--- src/rtl/regfile_pkg.sv ---
// regfile_pkg: shared defaults and constants for the multi-port register file
// Holds the default register width and count used as parameter defaults,
// and the address of the hardwired zero register.
package regfile_pkg;
    localparam int XLEN_DEF  = 32;
    localparam int NREGS_DEF = 32;
    localparam int ZERO_ADDR = 0;
endpackage

--- src/rtl/regfile_sb.sv ---
// regfile_sb: pending-write scoreboard, one bit per architectural register
// Ports:
//   clk, rst_n          clock, asynchronous active-low reset
//   set_i, set_addr_i   mark a destination register pending at issue
//   flush_i             clear every pending bit
//   wr_en_i, wr_addr_i  qualified writeback (already masked for register 0)
//   pend_d_o            next-state pending vector, used for busy capture
module regfile_sb
    import regfile_pkg::*;
#(
    parameter int NREGS    = NREGS_DEF,
    parameter int ZERO_REG = 1,
    localparam int AW      = $clog2(NREGS)
) (
    input  logic             clk,
    input  logic             rst_n,
    input  logic             set_i,
    input  logic [AW-1:0]    set_addr_i,
    input  logic             flush_i,
    input  logic             wr_en_i,
    input  logic [AW-1:0]    wr_addr_i,
    output logic [NREGS-1:0] pend_d_o
);
    logic [NREGS-1:0] pend_q;
    logic [NREGS-1:0] pend_d;
    logic             set_v;

    assign set_v = set_i && !(ZERO_REG != 0 && set_addr_i == AW'(ZERO_ADDR));

    // Flush beats set beats writeback: a new producer issued in the writeback
    // cycle supersedes the one that is retiring.
    always_comb begin
        pend_d = pend_q;
        for (int i = 0; i < NREGS; i++)
            pend_d[i] = flush_i                           ? 1'b0 :
                        (set_v && set_addr_i == AW'(i))   ? 1'b1 :
                        (wr_en_i && wr_addr_i == AW'(i))  ? 1'b0 : pend_q[i];
    end

    always_ff @(posedge clk or negedge rst_n)
        if (!rst_n) pend_q <= '0;
        else        pend_q <= pend_d;

    assign pend_d_o = pend_d;
endmodule

--- src/rtl/regfile_mp.sv ---
// regfile_mp: multi-read-port register file with write-first bypass and scoreboard
// Ports:
//   clk, rst_n                       clock, asynchronous active-low reset
//   reg_rd_en_i/reg_rd_addr_i        per-port read enable and address (AW bits each)
//   reg_rd_data_o/reg_rd_busy_o      registered read data and pending flag per port
//   reg_wr_en_i/addr_i/data_i        writeback port
//   sb_set_i/sb_set_addr_i           mark an issued destination pending
//   sb_flush_i                       clear all pending bits
module regfile_mp
    import regfile_pkg::*;
#(
    parameter int XLEN     = XLEN_DEF,
    parameter int NREGS    = NREGS_DEF,
    parameter int NRD      = 2,
    parameter int ZERO_REG = 1,
    localparam int AW      = $clog2(NREGS)
) (
    input  logic                clk,
    input  logic                rst_n,
    input  logic [NRD-1:0]      reg_rd_en_i,
    input  logic [NRD*AW-1:0]   reg_rd_addr_i,
    output logic [NRD*XLEN-1:0] reg_rd_data_o,
    output logic [NRD-1:0]      reg_rd_busy_o,
    input  logic                reg_wr_en_i,
    input  logic [AW-1:0]       reg_wr_addr_i,
    input  logic [XLEN-1:0]     reg_wr_data_i,
    input  logic                sb_set_i,
    input  logic [AW-1:0]       sb_set_addr_i,
    input  logic                sb_flush_i
);
    logic [XLEN-1:0]  regs_q [NREGS];
    logic [NREGS-1:0] pend_d;
    logic             wr_v;

    // Writes to the hardwired zero register are dropped everywhere, including the bypass.
    assign wr_v = reg_wr_en_i && !(ZERO_REG != 0 && reg_wr_addr_i == AW'(ZERO_ADDR));

    always_ff @(posedge clk or negedge rst_n)
        if (!rst_n) for (int i = 0; i < NREGS; i++) regs_q[i] <= '0;
        else if (wr_v) regs_q[reg_wr_addr_i] <= reg_wr_data_i;

    regfile_sb #(.NREGS(NREGS), .ZERO_REG(ZERO_REG)) u_sb (
        .clk        (clk),
        .rst_n      (rst_n),
        .set_i      (sb_set_i),
        .set_addr_i (sb_set_addr_i),
        .flush_i    (sb_flush_i),
        .wr_en_i    (wr_v),
        .wr_addr_i  (reg_wr_addr_i),
        .pend_d_o   (pend_d)
    );

    for (genvar p = 0; p < NRD; p++) begin : g_rd
        logic [AW-1:0]   addr;
        logic            zero;
        logic [XLEN-1:0] data_d, data_q;
        logic            busy_d, busy_q;
        assign addr   = reg_rd_addr_i[p*AW +: AW];
        assign zero   = ZERO_REG != 0 && addr == AW'(ZERO_ADDR);
        assign data_d = zero                           ? '0 :
                        (wr_v && reg_wr_addr_i == addr) ? reg_wr_data_i : regs_q[addr];
        // Busy uses the post-update pending bit so it matches the bypassed data.
        assign busy_d = !zero && pend_d[addr];
        always_ff @(posedge clk or negedge rst_n)
            if (!rst_n) begin
                data_q <= '0;
                busy_q <= 1'b0;
            end else if (reg_rd_en_i[p]) begin
                data_q <= data_d;
                busy_q <= busy_d;
            end
        assign reg_rd_data_o[p*XLEN +: XLEN] = data_q;
        assign reg_rd_busy_o[p]              = busy_q;
    end
endmodule
--- config.mk ---
export PLATFORM = sky130hd
export DESIGN_NAME = regfile_mp
export DESIGN_NICKNAME = d
export VERILOG_FILES = /design/src/rtl/regfile_pkg.sv /design/src/rtl/regfile_sb.sv /design/src/rtl/regfile_mp.sv
export SDC_FILE = /design/constraint.sdc
export NUM_CORES = 2
export LEC_CHECK = 0
export ABC_AREA = 1
export CELL_PAD_IN_SITES_DETAIL_PLACEMENT = 0
export CELL_PAD_IN_SITES_GLOBAL_PLACEMENT = 1
export CORE_MARGIN = 1.5
export CORE_UTILIZATION = 47
export CTS_CLUSTER_DIAMETER = 120
export DETAILED_ROUTE_END_ITERATION = 8
export GPL_TIMING_DRIVEN = 1
export PLACE_DENSITY = 0.89
export SLEW_MARGIN = 20
export SYNTH_ARGS = -nofsm -noshare
export SYNTH_HDL_FRONTEND = slang
export SYNTH_SLANG_ARGS = --single-unit
--- constraint.sdc ---
create_clock -name clk -period 1.8 [get_ports clk]
set_clock_uncertainty 0.15 [all_clocks]
set_input_delay 0.54 -clock clk [delete_from_list [all_inputs] [get_ports clk]]
set_output_delay 0.54 -clock clk [all_outputs]
set_load 0.01 [all_outputs]
==> results.json <==
{
  "mappedNetlistArea_sq_um": 60800,
  "timing.critical_path.max_delay_family": "flip-flops",
  "hpwlAfterDp_mm": 164,
  "timing.final.crit_share_pct": 122,
  "critical-path-slowest-cell": "dfrtp_2",
  "syn_avg_cell_area_sq_um": 7.55,
  "area.sequential_sq_um": 28100,
  "htree_levels": 3,
  "setup_ws_ns": -0.396,
  "route.detailed.drc": 0,
  "post_route_cells_drive_above_1_share_pct": 15.3,
  "fin_util_pct": 58.5,
  "pwr_density_cell_nw_per_um2": 1000,
  "placement_rows": 131,
  "gp_congestion": 0.975,
  "post-synth-top-area-cell": "dfrtp_1",
  "groute.usage.overall_pct": 37.2,
  "timing.critical_path.to_type": "output pin",
  "cts_inserted_buffers": 120,
  "cts_root_buffer": "clkbuf_16",
  "critPathKind": "reg -> out",
  "r2r_cells": 7,
  "multi_input_comb_area_sq_um": 27600,
  "fin_nets": 8394,
  "postRouteAntennaNets": 0,
  "totalWireLength_mm": 250,
  "grt_pass1_vias": 58500,
  "layout_cells_excl_fill": 10200,
  "cts.sink_count": 1122,
  "pin_count_of_the_biggest_net_entering_global_routing": 64,
  "synth.yosys.warnings": 0,
  "routed_wire_length_per_instance_microns": 24.6,
  "io_buffers": 124,
  "core-area_sq_um": 128000,
  "dp.cells": 9873,
  "die_w_microns": 363,
  "fin_total_pwr_w": 0.0751,
  "maxSlewViolCount": 0,
  "syn-instance-count": 8056,
  "start_util_pct": 47.5,
  "regToRegEndpoint": "g_rd[0].data_q[5]$_DFFE_PN0P_",
  "clockBufferDepth": 3,
  "dr.pass1.iters": 7,
  "crit_path_max_fanout": 2,
  "cp_slowest_stage_delay_ns": 0.57,
  "max-vdd-ir-drop_v": 0.00104,
  "required_ns": 1.11,
  "relSlewSlack_pct": 67.8,
  "clk_transition_reported_paths_ns": 0.06,
  "max_freq_mhz": 455,
  "drc_marker_count_from_the_first_detailed_route_iteration": 9035,
  "unrepaired_setup_endpoints_after_global_routing": "yes",
  "grt_first_pass_wirelength_mm": 370,
  "hold_class": "in -> async",
  "postSynthNetCount": 8115,
  "timing.rr.start": "regs_q[965]$_DFFE_PN0P_",
  "cp_num_cells": 1,
  "buffers_inverters_on_critical_path": 1,
  "crit_arrival_ns": 1.51,
  "yosys.area.top_type_share_pct": 46.2,
  "flow.area_growth_from_synthesis_pct": 23.2,
  "grt_overflow_total": 0,
  "failing_checks": "negative setup slack",
  "yosysUniqueCellTypes": 38,
  "netlist_top_cells_area": "dfrtp_1, o21ai_0, nand2_1, nand3_1, o211ai_1",
  "final.min_clock_period_ns": 2.20,
  "detail_route.vias_per_cell": 6.15,
  "report.final.setup_viol": 74,
  "power.static_leakage_nw": 33.6,
  "grt_antenna_before_repair": 4,
  "insertion_delay_ns": 0.76,
  "floorplan.die_area_sq_um": 132000,
  "cap_viol_max_count": 0,
  "worstSetupStartpointType": "register",
  "layout.filler_cells": 11400,
  "final_hold_viol_count": 0,
  "vias": 62500,
  "reg2reg_slack_ns": 0.03,
  "ioPinCount": 125,
  "synth.ff_latch_count": 1122,
  "hold_slack_ns": 0.0801,
  "portion_of_the_post_synthesis_area_used_by_sequential_elements_pct": 46.2,
  "chipHeight_microns": 363,
  "cell_chain_critical_path": "buf_6",
  "outcome": "finished, violations left",
  "tightestPinTransition_ns": 0.482,
  "tritoncts": "built"
}
## power breakdown
group,internal [W],switching [W]
logic,0.00618,0.00948
registers,0.0298,0.00318
clock network,0.0155,0.0110
## final cells by class
cell class,count,area share [%]
antenna,3,0.0100
tap,1729,2.89
clock inverter,47,0.775
inverter,574,2.95
multi-input combinational,5585,36.8
clock buffer,181,4.85
timing repair buffer,932,14.2
sequential,1122,37.5
## synthesized netlist by cell type
library cell	count
buf_6	30
nor3_1	1
nand4_1	5
nand2_1	1944
clkinv_1	2
buf_4	33
inv_2	11
buf_1	47
a21oi_1	369
o21ai_1	67
a21boi_1	30
nand3_2	4
buf_12	2
inv_1	561
a21boi_0	8
nand3b_1	1
buf_2	249
nor2_4	3
xnor2_1	2
o221ai_1	1
nor2_2	4
xor2_1	6
buf_8	1
nand3_1	736
o21ai_0	1541
nor2_1	317
mux2i_1	1
o211ai_1	313
dfrtp_1	1122
nand4_2	1
nor4_1	1
nor3_2	1
o22ai_1	9
o2111ai_1	216
clkbuf_2	2
o211ai_2	3
clkbuf_1	411
and2_1	1
## per-layer routing
metal / part of all wire, % / track usage (%)
met1: 39 / 50.5
met2: 42 / 54.3
met3: 13 / 9.82
met4: 6.2 / 19.8
met5: 0 / 0
## worst max-delay path by stage
| stage | start | slack [ns] | end |
|---|---|---|---|
| after floorplan | reg_rd_addr_i[0] | -0.20 | g_rd[0].data_q[20]$_DFFE_PN0P_ |
| after global placement | reg_wr_addr_i[2] | -0.96 | g_rd[0].busy_q$_DFFE_PN0P_ |
| after detailed placement | reg_wr_addr_i[4] | -0.95 | g_rd[1].busy_q$_DFFE_PN0P_ |
| after CTS | g_rd[0].data_q[0]$_DFFE_PN0P_ | -0.37 | reg_rd_data_o[0] |
| after global routing | g_rd[0].data_q[0]$_DFFE_PN0P_ | -0.41 | reg_rd_data_o[0] |
| final | g_rd[0].data_q[0]$_DFFE_PN0P_ | -0.40 | reg_rd_data_o[0] |
## sequential cells by signal, summed over array words and instances (netlist names)
name / count
g_rd.data_q: 64
u_sb.pend_q: 32
regs_q: 1024
g_rd.busy_q: 2
## cell families after synthesis
family / after synthesis / share of synthesized area [%]
mux: 1 / 0.0165
buf+inv: 1349 / 9.49
xor+xnor: 8 / 0.115
simple gates: 3019 / 20.3
compound gates: 2557 / 23.9
flops: 1122 / 46.2
## per-stage QoR
| stage | worst slack (ns) | area [sq um] | TNS, ns |
|---|---|---|---|
| floorplan | -0.203 | 61500 | -9.11 |
| global placement | -0.965 | 69400 | -789.16 |
| detailed placement | -0.953 | 69400 | -798.94 |
| CTS | -0.373 | 74000 | -17.52 |
| global route | -0.408 | 74900 | -17.88 |
| finish | -0.396 | 74900 | -16.36 |
## layout by cell type, fill, tap and decap left out, types with 10 or more instances in the layout
master,n
clkbuf_1,22
o21ai_1,120
buf_6,53
buf_2,21
a21boi_1,33
bufinv_16,11
o2111ai_1,214
clkinv_2,27
o211ai_1,313
clkbuf_8,38
dfrtp_2,31
o21ai_2,10
nand2_2,29
buf_12,240
inv_1,539
nor2_2,11
clkbuf_16,127
buf_16,12
inv_2,22
o21ai_0,1478
nand3_2,35
dfrtp_1,1091
clkdlybuf4s50_1,35
nor2_1,296
nand2_1,1906
nor2_4,17
nand3_1,696
buf_4,549
a21oi_1,368
## timing repair
| item | 4_1_cts | 5_1_grt |
|---|---|---|
| hold buffers | 1 | 0 |
| cloned | 5 | 6 |
| buffers inserted | 25 | 32 |
| hold endpoints to repair | 459 | 0 |
| setup endpoints to repair | 332 | 109 |
| pin swaps | 7 | 39 |
| resized for setup | 361 | 138 |
(Power assumes the default switching activity.)
